$ cat src/rtl/nanotrade_feed_tx.sv
// NanoTrade market-feed transmitter: queues typed events and serialises them
// onto the ui/uio pin word, with programmable filler gaps between words.
module nanotrade_feed_tx #(
  parameter int DEPTH = 4,
  parameter int GAP_W = 4
) (
  input  logic             clk,
  input  logic             rst_n,
  input  logic             enable,
  input  logic [GAP_W-1:0] gap,
  input  logic             ev_valid,
  output logic             ev_ready,
  input  logic [1:0]       ev_type,
  input  logic [11:0]      ev_data,
  output logic [7:0]       tx_ui,
  output logic [5:0]       tx_uio,
  output logic             tx_strobe,
  output logic             busy,
  output logic [15:0]      sent_count
);

  localparam int AW = $clog2(DEPTH);

  typedef enum logic [1:0] {IDLE, SEND, GAP} state_t;

  // Handshake: an event moves into the FIFO on every rising edge where
  // ev_valid && ev_ready; ev_ready depends only on occupancy, never on pops.
  state_t           state;
  logic [13:0]      mem [DEPTH];
  logic [AW-1:0]    wr_ptr;
  logic [AW-1:0]    rd_ptr;
  logic [AW:0]      count;
  logic [AW:0]      count_nxt;
  logic [GAP_W-1:0] gap_cnt;
  logic [11:0]      last_price;
  logic [13:0]      head;
  logic             full;
  logic             empty;
  logic             push;
  logic             pop;

  assign full      = (count == (AW+1)'(DEPTH));
  assign empty     = (count == '0);
  assign ev_ready  = !full;
  assign push      = ev_valid && !full;
  assign head      = mem[rd_ptr];
  assign count_nxt = count + (AW+1)'(push) - (AW+1)'(pop);

  // A pop is the moment a word is committed to the pins.
  always_comb begin
    pop = 1'b0;
    if (enable && !empty) begin
      case (state)
        IDLE:    pop = 1'b1;
        SEND:    pop = (gap == '0);
        GAP:     pop = (gap_cnt == GAP_W'(1));
        default: pop = 1'b0;
      endcase
    end
  end

  always_ff @(posedge clk) begin
    if (push) mem[wr_ptr] <= {ev_type, ev_data};
  end

  always_ff @(posedge clk or negedge rst_n) begin
    if (!rst_n) begin
      wr_ptr <= '0;
      rd_ptr <= '0;
      count  <= '0;
    end else begin
      if (push) wr_ptr <= wr_ptr + AW'(1);
      if (pop)  rd_ptr <= rd_ptr + AW'(1);
      count <= count_nxt;
    end
  end

  always_ff @(posedge clk or negedge rst_n) begin
    if (!rst_n) begin
      state      <= IDLE;
      gap_cnt    <= '0;
      last_price <= '0;
      tx_ui      <= '0;
      tx_uio     <= '0;
      tx_strobe  <= 1'b0;
      busy       <= 1'b0;
      sent_count <= '0;
    end else begin
      tx_strobe <= pop;
      if (pop) begin
        tx_ui      <= {head[13:12], head[5:0]};
        tx_uio     <= head[11:6];
        sent_count <= sent_count + 16'd1;
        if (head[13:12] == 2'b00) last_price <= head[11:0];
      end else begin
        // Filler re-asserts the current price so the core sees no spike.
        tx_ui  <= {2'b00, last_price[5:0]};
        tx_uio <= last_price[11:6];
      end
      case (state)
        IDLE: begin
          state <= pop ? SEND : IDLE;
          busy  <= pop || (count_nxt != '0);
        end
        SEND: begin
          gap_cnt <= gap;
          if (pop) begin
            state <= SEND;
            busy  <= 1'b1;
          end else if (gap == '0) begin
            state <= IDLE;
            busy  <= (count_nxt != '0);
          end else begin
            state <= GAP;
            busy  <= 1'b1;
          end
        end
        GAP: begin
          gap_cnt <= gap_cnt - GAP_W'(1);
          if (gap_cnt == GAP_W'(1)) begin
            state <= pop ? SEND : IDLE;
            busy  <= pop || (count_nxt != '0);
          end else begin
            busy <= 1'b1;
          end
        end
        default: begin
          state <= IDLE;
          busy  <= (count_nxt != '0);
        end
      endcase
    end
  end

endmodule
$ cat config.mk
export PLATFORM = sky130hd
export DESIGN_NAME = nanotrade_feed_tx
export DESIGN_NICKNAME = d
export VERILOG_FILES = /design/src/rtl/nanotrade_feed_tx.sv
export SDC_FILE = /design/constraint.sdc
export NUM_CORES = 1
export LEC_CHECK = 0
export CORE_ASPECT_RATIO = 0.5
export CORE_UTILIZATION = 50
export CTS_CLUSTER_DIAMETER = 200
export DETAILED_ROUTE_END_ITERATION = 10
export GPL_TIMING_DRIVEN = 0
export HOLD_SLACK_MARGIN = 0.05
export PLACE_DENSITY = 0.75
export SLEW_MARGIN = 20
export SYNTH_ARGS = -nofsm -noshare
export SYNTH_HDL_FRONTEND = slang
export SYNTH_SLANG_ARGS = --single-unit
$ cat constraint.sdc
create_clock -name clk -period 3 [get_ports clk]
set_clock_uncertainty 0.15 [all_clocks]
set_input_delay 0.75 -clock clk [delete_from_list [all_inputs] [get_ports clk]]
set_output_delay 0.75 -clock clk [all_outputs]
set_load 0.01 [all_outputs]
Word-level counts from Yosys, hierarchy flattened:

Memories as Yosys holds them, arrays and structs flattened.
Cells that the tools add are included.

* memory bits (writable): 56
* register bits: 57
* memories: 1
* output and inout port bits: 33
* input port bits: 22

* add/sub/neg operators: 6
* mux-type cells: 16
* equality and inequality tests: 5
* reduce and logical (&&, ||, !) cells: 12

Memory list
* mem: depth 4, bits a word 14, read ports 1, clocked after memory_dff 0, wr ports 1, RTL line 29 `logic [13:0] mem [DEPTH];`

Operators by type and width (count)
* $add 16x1->16 const B: 1
* $mux 8: 1
* $pmux 4 s2: 1
* $mux 1: 7
* $mux 2: 3
* $mux 6: 1
* $pmux 1 s3: 2
* $pmux 2 s3: 1
* $add 2x1->2 const B: 2
* $eq 4x1->1 const B: 1
* $logic_not 2->1: 2
* $logic_not 4->1: 1
* $sub 4x1->4 const B: 1
* $add 3x1->3: 1
* $eq 3x3->1 const B: 1
* $logic_not 3->1: 1
* $reduce_bool 3->1: 1
* $sub 3x1->3: 1
* $eq 2x1->1 const B: 1
* $eq 2x2->1 const B: 1
* $logic_and 1x1->1: 2
* $logic_not 1->1: 2
* $ne 2x2->1 const B: 1
* $reduce_and 2->1: 1
* other kinds (2): 2

Longest topological paths before layout:

Gate-level depths: netlist (run 1).

* depth in word-level cells: 9
* depth in mapped cells: 16
* mapped depth without buffers: 14

Worst setup path after synthesis (run 1):

No wires, ideal clock.

* kind: input port to flip-flop
* start point: input port gap[0]
* end point: register busy
* buffers on the path: 2
* setup time: 0.130 ns
* cell stages on the path: 14
* required time: 2.720 ns
* slack: -0.335 ns
* arrival: 3.055 ns
* cells stage by stage: nor4_2 > a221oi_4 > or2_1 > buf_6 > inv_4 > buf_6 > ha_1 > inv_1 > ha_1 > fa_1 > xnor2_1 > xnor2_1 > nor3_1 > a31oi_1

* word-level cells in the longest chain between the ends: 8

RTL lines
* from (decl): RTL line 10 `input logic [GAP_W-1:0] gap,`
* $logic_not 4->1 *: RTL line 55 `SEND: pop = (gap == '0);`
* $pmux 1 s3 *: RTL line 53 `case (state)`
* $mux 1 *: RTL line 52 `if (enable && !empty) begin`
* via pop: RTL line 40 `logic pop;`
* $sub 3x1->3 *: RTL line 47 `assign count_nxt = count + (AW+1)'(push) - (AW+1)'(pop);`
* via count_nxt[2]: RTL line 33 `logic [AW:0] count_nxt;`
* $reduce_bool 3->1 *
* $mux 1 or $logic_or 1x1->1 (tied branches): RTL line 110, 103, 122
* $mux 1, on equally long branches: RTL line 107, 120
* $pmux 1 s3 *: RTL line 100 `case (state)`
* to (signal assigned): RTL line 103 `busy <= pop || (count_nxt != '0);`
* to (signal assigned): RTL line 112 `busy <= (count_nxt != '0);`
* to (signal assigned): RTL line 122 `busy <= pop || (count_nxt != '0);`
* to (decl): RTL line 18 `output logic busy,`

The timed path passes the listed nets; every way through them passes the cells marked *.
A chain may end at the register's enable or synchronous reset.

Final worst setup path (run 1):

* start point: input port gap[3]
* end point: register busy

* word-level cells in the longest chain between the ends: 8

RTL lines (RTL line)
* $logic_not 4->1 *: 55
* $pmux 1 s3 *: 53
* $mux 1 *: 52
* $sub 3x1->3 *: 47
* via count_nxt[2]: 33
* $reduce_bool 3->1 *
* $mux 1 or $logic_or 1x1->1 (tied branches): 110, 103, 122
* $mux 1, on equally long branches: 107, 120
* $pmux 1 s3 *: 100

Marks and branches as above.

==> results of run 1 <==
==> per-stage QoR <==
stage | setup slack, ns | utilization (%) | TNS [ns] | total power [mW] | hold WS, ns
2_1_floorplan | -0.2087 | - | -0.2087 | 3.869 | 0.3041
3_3_place_gp | -1.047 | 61.00 | -45.77 | 4.499 | 0.3042
3_5_place_dp | -1.135 | 60.97 | -3.491 | 4.651 | 0.3079
4_1_cts | -0.1192 | 68.03 | -0.1192 | 6.626 | 0.2799
5_1_grt | -0.1417 | 68.14 | -0.1417 | 6.953 | 0.3073
6_report | -0.03396 | 68.14 | -0.03396 | 6.607 | 0.2505
==> path summary, 6_finish.rpt <==
| path | startpoint | end | slack [ns] |
|---|---|---|---|
| max | gap[3] | busy$_DFF_PN0_ | -0.03 |
| min | rst_n | tx_uio[2]$_DFF_PN0_ | 0.25 |
| max reg2reg | gap_cnt[1]$_DFFE_PN0P_ | busy$_DFF_PN0_ | -0.03 |
| min reg2reg | sent_count[15]$_DFFE_PN0N_ | sent_count[15]$_DFFE_PN0N_ | 0.31 |
| max in group asynchronous | rst_n | gap_cnt[3]$_DFFE_PN0P_ | 1.95 |
| min in group clk | sent_count[15]$_DFFE_PN0N_ | sent_count[15]$_DFFE_PN0N_ | 0.31 |
==> repair_timing <==
| action | 4_1_cts | 5_1_grt |
|---|---|---|
| hold buffers | 0 | 0 |
| pin swaps | 11 | 8 |
| setup buffers | 9 | 4 |
| endpoints found under the setup margin | 3 | 1 |
| resized for setup | 16 | 4 |
==> synth_stat cells, drive strengths merged <==
cell	number	area (um2)
dfrtp	57	1426
edfxtp	56	1682
mux2	26	315.3
xor2	15	131.4
mux4	14	315.3
ha	13	162.7
inv	11	43.80
nor3	11	55.05
nand2	7	28.78
nand3	7	35.03
and3	6	37.54
buf	6	55.05
nor3b	5	42.54
nor4	5	52.55
xnor2	5	43.79
and4	4	35.03
nand2b	4	25.02
a21oi	3	15.01
and2	3	18.77
clkbuf	3	11.26
nand4	3	18.77
o21ai	3	15.01
mux2i	2	20.02
nor2	2	7.510
o22ai	2	12.51
a21o	1	7.510
a221oi	1	26.28
a31oi	1	6.260
fa	1	20.02
nor2b	1	6.260
o211ai	1	7.510
o32ai	1	16.27
or2	1	6.260
or3	1	6.260
==> sequential cells by signal (all words and copies together) (netlist names), 2 cells and up <==
name / count
rd_ptr: 2
tx_uio: 6
wr_ptr: 2
mem: 56
tx_ui: 8
gap_cnt: 4
state: 2
count: 3
last_price: 12
sent_count: 16
==> layer usage <==
metal / global-route usage, % / part of all wire (%)
met3: 5.484 / 3.8
met4: 9.753 / 1.8
met1: 23.92 / 42
met5: 0 / 0
met2: 36.01 / 52
==> cells by family after synthesis <==
logic type,Yosys count
simple gates,60
xor+xnor,20
compound gates,13
buf+inv,20
fa+ha+maj,14
mux,42
flops,113
==> power groups by stage <==
stage                     clock network, mW  logic, mW  registers [mW]
after CTS                              1.85       2.37            2.41
after detailed placement                  0       2.23            2.42
after floorplan                           0       1.45            2.42
after global placement                    0       2.11            2.39
after global routing                   1.93       2.56            2.46
final                                  1.84       2.36            2.41
==> layout make-up <==
| class | count | area (um2) | share of cell area, % |
|---|---|---|---|
| flip-flops and latches | 113 | 3108 | 51.14 |
| multi-input cells | 149 | 1550 | 25.51 |
| repair buffers | 67 | 624.3 | 10.27 |
| clock buffers | 24 | 481.7 | 7.927 |
| well taps | 117 | 146.4 | 2.409 |
| clock inverters | 8 | 62.56 | 1.029 |
| inverters | 11 | 53.80 | 0.8853 |
| plain buffers | 7 | 50.05 | 0.8236 |
==> results.yml, run 1 <==
grt:
  grt_pass1_wl_um: 14710
  grt_overflow: 0
  antenna_found_initial: 0
  grt_start_max_net_pins: 58
  grt_usage_pct: 20.48
  grt_pass1_vias: 2904
yosys:
  ys_warn_count: 0
  ys_seq_area_share_pct: 66.01
  syn-num-nets: 318
  synth-xor-area-share_pct: 3.720
  ys_types: 42
  synth_seq_cells: 113
  syn_area_per_cell_um2: 16.70
  synth-adder-area-share_pct: 3.880
  synthCells: 282
  synth-simple-area-share_pct: 7.972
  synthMuxAreaShare_pct: 13.82
  synth-compound-area-share_pct: 2.259
  synth_top_family_by_area: "multiplexers"
  syn_area_mm2: 0.004708
critical_path:
  crit_fanout: 2
  crit_family: "simple AND/OR/NAND/NOR gates"
  cp_cell_sequence: "dlygate4sd2_1, nor4_4, a221oi_4, or2_1, buf_6, inv_12, ha_4, inv_2, ha_4, fa_2, xnor2_2, xnor2_1, nor3_1, a31oi_1"
  critical_path_class: "in -> reg"
  end_kind: "register"
  reg2regPathDepth: 15
  critPathBufInv: 4
  crit_top_cell: "ha_4"
  crit_required_ns: 3.12
  crit_slowest_cell: "fa_2"
  arrival_ns: 3.15
  slowest_delay_ns: 0.36
  start_kind: "input pin"
  path_depth: 14
outcome:
  status: "finished, violations left"
  violations: "design-rule violations, negative setup slack"
clock_network:
  numCtsBuffers: 17
  htree_levels: 4
  clk_pin_slew_ns: 0.05
  cts.sinks: 113
  cts_tree: "built"
  cts_root_buffer: "clkbuf_16"
  clkLatencyLatePin_ns: 0.40
  cts.path.max_buffers: 2
routing:
  routed-via-count: 2694
  finalWirelength_um: 8910
  ant_nets: 0
  drtPass1Iterations: 9
  drt_iter0_drc: 123
  via_per_inst: 5.431
  drcViolationCount: 3
  wire_per_inst_um: 17.96
floorplan:
  core_mm2: 0.008919
  die_w_um: 139.2
  fp.dieArea_mm2: 0.009832
  die_h_um: 70.62
  rows: 24
  ios: 55
  initial_utilization_pct: 52.79
final_layout:
  design_area_mm2: 0.006077
  layout_commonest_cell: "dfrtp_1"
  antenna_cells: 0
  drive_above_1_share_pct: 26.65
  mostFrequentLayoutCells: "57 x dfrtp_1, 56 x edfxtp_1, 49 x clkdlybuf4s50_1"
  finalNetCount: 402
  area_growth_pct: 29.07
  stdcell_count: 496
  n_fill_cell: 584
power_and_ir_drop:
  switching_power_mw: 2.024
  clock_power_share_pct: 27.8
  seq_power_share_pct: 36.4
  cell_internal_pwr_mw: 4.583
  power_density_mw_per_mm2: 1087
  total_leakage_power_nw: 2.441
  p_sw_share_pct: 30.63
  combPwrFrac_pct: 35.8
  ir_drop_mv: 0.5406
sta:
  finalSetupViolCount: 1
  post-route-period-util_pct: 101.1
  worst_slew_pin_slew_ns: 0.8240
  maxSlewHeadroom_pct: 45.07
  clock.fmax_mhz: 329.6
  hold_viol: 0
  fin_ws_ns: -0.03396
  slew_violations: 0
  rsz0062_at_grt: "true"
  period_needed_ns: 3.034
placed_design:
  placed_area_mm2: 0.005438
  gp_congestion: 0.7749
  port_buffers: 54
  dp_hpwl_um: 5687
  placedCellCount: 453
flow_run:
  maxCapViolations: 0
hold_path:
  hp-class: "in -> async"
(Power assumes the default switching activity.)
==> run 2: changes to the inputs <==
--- a/config.mk
+++ b/config.mk
@@ -6,12 +6,11 @@
 export NUM_CORES = 1
 export LEC_CHECK = 0
 export CORE_ASPECT_RATIO = 0.5
-export CORE_UTILIZATION = 50
+export CORE_UTILIZATION = 38
 export CTS_CLUSTER_DIAMETER = 200
 export DETAILED_ROUTE_END_ITERATION = 10
 export GPL_TIMING_DRIVEN = 0
 export HOLD_SLACK_MARGIN = 0.05
-export PLACE_DENSITY = 0.75
 export SLEW_MARGIN = 20
 export SYNTH_ARGS = -nofsm -noshare
 export SYNTH_HDL_FRONTEND = slang
==> run 2 against run 1 <==
  * The flow finishes with violations (negative setup slack)
  * Via count rose by 1.1%
  * Core utilization decreased by 15 points
  * Fmax shrank 0.81%
  * Clock power is 7% higher
  * Count of clock-buffer cells in the layout fell by 7
  * Worst hold slack lost 0.19 ns
  * Largest power group is now combinational cells
  * Die area grew 31%
  * Critical path depth unchanged
  * Register-to-register slack about the same
  * Sequential share of layout area is 2.1 points lower
  * Critical endpoint unchanged
  * Final cell count is 13% higher
==> results.yml, run 2 (synthesized netlist as in run 1, its figures left out) <==
power_and_ir_drop:
  total_leakage_power_nw: 2.536
  ir_drop_mv: 0.4068
  power_density_mw_per_mm2: 1086
final_layout:
  area_growth_pct: 34.57
  n_fill_cell: 969
  layout_commonest_cell: "dfrtp_1"
  finalNetCount: 416
  seq_area_mm2: 0.003108
  antenna_cells: 0
  multiInputGateArea_mm2: 0.001575
  drive_above_1_share_pct: 30.79
  largest-register: "mem"
  top_regs: "mem x56, sent_count x16, last_price x12"
  mostFrequentLayoutCells: "57 x dfrtp_1, 56 x edfxtp_1, 49 x clkdlybuf4s50_1"
  utilization_pct: 53.04
  largest_reg_flops: 56
grt:
  antenna_found_initial: 0
  grt_usage_pct: 15.70
  grt_start_max_net_pins: 42
  grt_overflow: 0
  grt_pass1_vias: 3041
  grt_pass1_wl_um: 14950
critical_path:
  r2r_end: "busy$_DFF_PN0_"
  cp-startpoint: "gap[2]"
  crit_fanout: 2
  end_kind: "register"
  critical_path_class: "in -> reg"
  crit_end: "busy$_DFF_PN0_"
  rr_startpoint: "gap_cnt[0]$_DFFE_PN0P_"
  arrival_ns: 3.18
  r2r_slack_ns: -0.03
  crit_required_ns: 3.12
  reg2regPathDepth: 14
  start_kind: "input pin"
floorplan:
  die_w_um: 159.4
  core_mm2: 0.01195
  die_h_um: 80.71
  rows: 28
  ios: 55
  initial_utilization_pct: 39.41
  fp.dieArea_mm2: 0.01287
routing:
  wire_per_inst_um: 16.66
  routed-via-count: 2724
  via_per_inst: 4.882
  ant_nets: 0
  drtPass1Iterations: 4
  finalWirelength_um: 9296
  drcViolationCount: 0
  drt_iter0_drc: 93
hold_path:
  hp-class: "in -> async"
sta:
  worst_slew_pin_slew_ns: 0.8696
  clock.fmax_mhz: 326.9
  maxSlewHeadroom_pct: 42.03
  fin_ws_ns: -0.05883
  post-route-period-util_pct: 102.0
  final.setup.tns_ns: -0.05883
  finalSetupViolCount: 1
  period_needed_ns: 3.059
  rsz0062_at_grt: "true"
  hold_viol: 0
  slew_violations: 0
placed_design:
  dp_hpwl_um: 5787
  gp_congestion: 0.7890
  port_buffers: 54
clock_network:
  cts.path.max_buffers: 2
  clkLatencyLatePin_ns: 0.40
  cts.sinks: 113
  numCtsBuffers: 17
  cts_root_buffer: "clkbuf_16"
  clk_pin_slew_ns: 0.06
  htree_levels: 4
  cts_tree: "built"
  cts-hold-fix-buffers: 0
flow_run:
  maxCapViolations: 0
outcome:
  violations: "negative setup slack"
  status: "finished, violations left"
run 2: final cells by class:
cell class / instances / area share, %
inverters: 11 / 0.9084
well taps: 165 / 3.258
multi-input cells: 149 / 24.86
plain buffers: 8 / 0.9676
repair buffers: 80 / 11.75
flip-flops and latches: 113 / 49.05
clock buffers: 17 / 6.714
clock inverters: 15 / 2.488
run 2: how the worst min path moves through the flow:
stage	end	start	cells after the start	slack, ns
finish	last_price[8]$_DFFE_PN0P_	rst_n	1	0.06
global route	tx_ui[2]$_DFF_PN0_	rst_n	1	0.06
CTS	tx_uio[2]$_DFF_PN0_	rst_n	1	0.05
detailed placement	last_price[10]$_DFFE_PN0P_	last_price[10]$_DFFE_PN0P_	1	0.33
global placement	last_price[9]$_DFFE_PN0P_	last_price[9]$_DFFE_PN0P_	1	0.31
floorplan	busy$_DFF_PN0_	rst_n	0	0.30
run 2: where the power goes:
part	switching [mW]	internal (mW)
Clock	0.737	1.23
Combinational	1.16	1.36
Sequential	0.252	2.14
Total	2.15	4.73
run 2: per-layer routing:
layer | share of wire (%) | track usage, % | vias up | wire [um]
met5 | 0 | 0 | - | 0
met2 | 54 | 28.38 | 50 | 5034
li1 | - | - | 1264 | -
met4 | 0.97 | 7.404 | 0 | 90
met1 | 41 | 17.95 | 1401 | 3833
met3 | 3.6 | 3.926 | 9 | 337
run 2: through the flow:
step	area [um2]	power (mW)	setup slack [ns]	hold WS, ns	cells
global route	6336	7.245	-0.1570	0.06416	558
detailed placement	5518	4.642	-1.127	0.3255	502
global placement	5500	4.533	-1.053	0.3139	501
floorplan	4753	3.869	-0.2087	0.3041	282
CTS	6339	6.942	-0.1006	0.05350	559
finish	6336	6.879	-0.05883	0.05600	558
run 2: worst max-delay path, stage by stage:
cell,delay (ns)
dlygate4sd2_1,0.28
nor4_4,0.35
a221oi_4,0.12
or2_1,0.25
buf_6,0.14
inv_16,0.05
ha_4,0.12
inv_2,0.04
ha_4,0.15
fa_2,0.35
xnor2_2,0.14
xnor2_1,0.14
nor3_1,0.18
a31oi_1,0.12
run 2: repair_timing:
action,4_1_cts,5_1_grt
cloned,0,0
pin swaps,11,10
resized for setup,19,3
buffers inserted,26,1
endpoints found under the setup margin,3,3
==> run 3: changes to the inputs <==
--- a/config.mk
+++ b/config.mk
@@ -7,6 +7,7 @@
 export LEC_CHECK = 0
 export CORE_ASPECT_RATIO = 0.5
 export CORE_UTILIZATION = 38
+export CTS_BUF_LIST = sky130_fd_sc_hd__clkbuf_2
 export CTS_CLUSTER_DIAMETER = 200
 export DETAILED_ROUTE_END_ITERATION = 10
 export GPL_TIMING_DRIVEN = 0
==> constraint.sdc (replaced) <==
create_clock -name clk -period 3.5 [get_ports clk]
set_clock_uncertainty 0.15 [all_clocks]
set_input_delay 0.875 -clock clk [delete_from_list [all_inputs] [get_ports clk]]
set_output_delay 0.875 -clock clk [all_outputs]
set_load 0.01 [all_outputs]
==> run 3 against run 2 <==
  * Count of clock-buffer cells in the layout unchanged
  * Sequential cell count unchanged
  * The flow now finishes without violations
  * Via count fell by 3.7%
  * Critical path depth stayed put
  * Final area decreased by 9.4%
  * Global-route usage fell by 0.47 points
  * Die area did not move
  * Largest power group is now registers
  * Setup slack improved by 0.24 ns
  * Critical path type unchanged
  * Non-clock buffer count fell by 22
==> results.yml, run 3 (synthesized netlist as in run 1, its figures left out) <==
outcome:
  status: "complete, no violations"
clock_network:
  cts.sinks: 113
  cts.path.max_buffers: 2
  clkLatencyLatePin_ns: 0.68
  cts_tree: "built"
  clk_pin_slew_ns: 0.18
  cts_root_buffer: "clkbuf_2"
  numCtsBuffers: 17
  htree_levels: 4
final_layout:
  layout_commonest_cell: "dfrtp_1"
  antenna_cells: 0
  top_regs: "mem x56, sent_count x16, last_price x12"
  largest-register: "mem"
  finalNetCount: 394
  stdcell_count: 536
  design_area_mm2: 0.005741
  drive_above_1_share_pct: 23.72
  largest_reg_flops: 56
  utilization_pct: 48.05
  mostFrequentLayoutCells: "57 x dfrtp_1, 56 x edfxtp_1, 53 x clkdlybuf4s50_1"
  area_growth_pct: 21.92
critical_path:
  path_depth: 14
  critPathBufInv: 4
  critical_path_class: "in -> reg"
  crit_required_ns: 3.92
  crit_family: "simple AND/OR/NAND/NOR gates"
  cp_cell_sequence: "clkdlybuf4s50_1, nor4_4, a221oi_4, or2_1, buf_6, inv_6, ha_1, inv_1, ha_1, fa_2, xnor2_2, xnor2_1, nor3_1, a31oi_1"
  slowest_delay_ns: 0.46
  crit_top_cell: "ha_1"
  reg2regPathDepth: 14
  crit_slowest_cell: "clkdlybuf4s50_1"
  start_kind: "input pin"
  end_kind: "register"
  crit_fanout: 18
  arrival_ns: 3.74
routing:
  ant_nets: 0
  routed-via-count: 2624
  drcViolationCount: 0
  drtPass1Iterations: 4
  finalWirelength_um: 8753
  wire_per_inst_um: 16.33
  drt_iter0_drc: 117
  via_per_inst: 4.896
floorplan:
  die_w_um: 159.4
  fp.dieArea_mm2: 0.01287
  core_mm2: 0.01195
  ios: 55
  initial_utilization_pct: 39.41
  rows: 28
  die_h_um: 80.71
sta:
  finalSetupViolCount: 0
  hold_viol: 0
  hold_ws_ns: 0.3470
  final.setup.tns_ns: 0
  slew_violations: 0
  post-route-period-util_pct: 94.84
  maxSlewHeadroom_pct: 45.30
  worst_slew_pin_slew_ns: 0.8206
  period_needed_ns: 3.319
  rsz0062_at_grt: "false"
  clock.fmax_mhz: 301.3
  fin_ws_ns: 0.1807
placed_design:
  dp_hpwl_um: 5962
  gp_congestion: 0.8124
  port_buffers: 54
  placed_area_mm2: 0.005453
  place_ws_ns: -0.7752
  placedCellCount: 501
power_and_ir_drop:
  ir_drop_mv: 0.2627
  total_leakage_power_nw: 2.272
  power_density_mw_per_mm2: 834.8
  power_mw: 4.792
grt:
  grt_usage_pct: 15.24
  grt_start_max_net_pins: 58
  grt_pass1_wl_um: 14460
  grt_pass1_vias: 2830
  grt_overflow: 0
  antenna_found_initial: 0
hold_path:
  hp-class: "reg -> reg"
  hold_path_depth: 1
flow_run:
  maxCapViolations: 0
==> run 3: layer usage <==
layer  up-vias  GRT usage, %  share of wire, %
met5         -             0                 0
met4         0         7.308               1.6
met3        15         4.597               3.1
met2        51         25.53                51
met1      1345         18.40                45
li1       1213             -                 -
==> run 3: timing repair <==
item,4_1_cts,5_1_grt
buffers inserted,1,2
endpoints found under the hold margin,17,0
pin swaps,1,3
hold buffers,1,0
setup endpoints to repair,1,1
resized for setup,0,8
cloned,0,0
==> run 3: path summary, 6_finish.rpt <==
path | from | endpoint | slack (ns)
worst min-delay path | sent_count[15]$_DFFE_PN0N_ | sent_count[15]$_DFFE_PN0N_ | 0.35
worst max-delay path | gap[0] | busy$_DFF_PN0_ | 0.18
worst min register to register | sent_count[15]$_DFFE_PN0N_ | sent_count[15]$_DFFE_PN0N_ | 0.35
min in group asynchronous | rst_n | last_price[1]$_DFFE_PN0P_ | 0.61
worst max register to register | gap_cnt[0]$_DFFE_PN0P_ | busy$_DFF_PN0_ | 0.22
max in group asynchronous | rst_n | gap_cnt[3]$_DFFE_PN0P_ | 2.05
==> run 3: where the power goes <==
group	internal [mW]	total (mW)	switching, mW
Clock	0.279	0.851	0.571
Combinational	0.983	1.90	0.914
Sequential	1.82	2.04	0.222
Total	3.08	4.79	1.71
==> run 3: area by class of cell <==
cell class              instances  area, um2
fillers                      1018       6206
flip-flops and latches        113       3108
multi-input cells             149       1516
repair buffers                 58      570.5
well taps                     165      206.4
clock inverters                15      150.1
clock buffers                  17      85.08
plain buffers                   8      57.56
inverters                      11      46.29
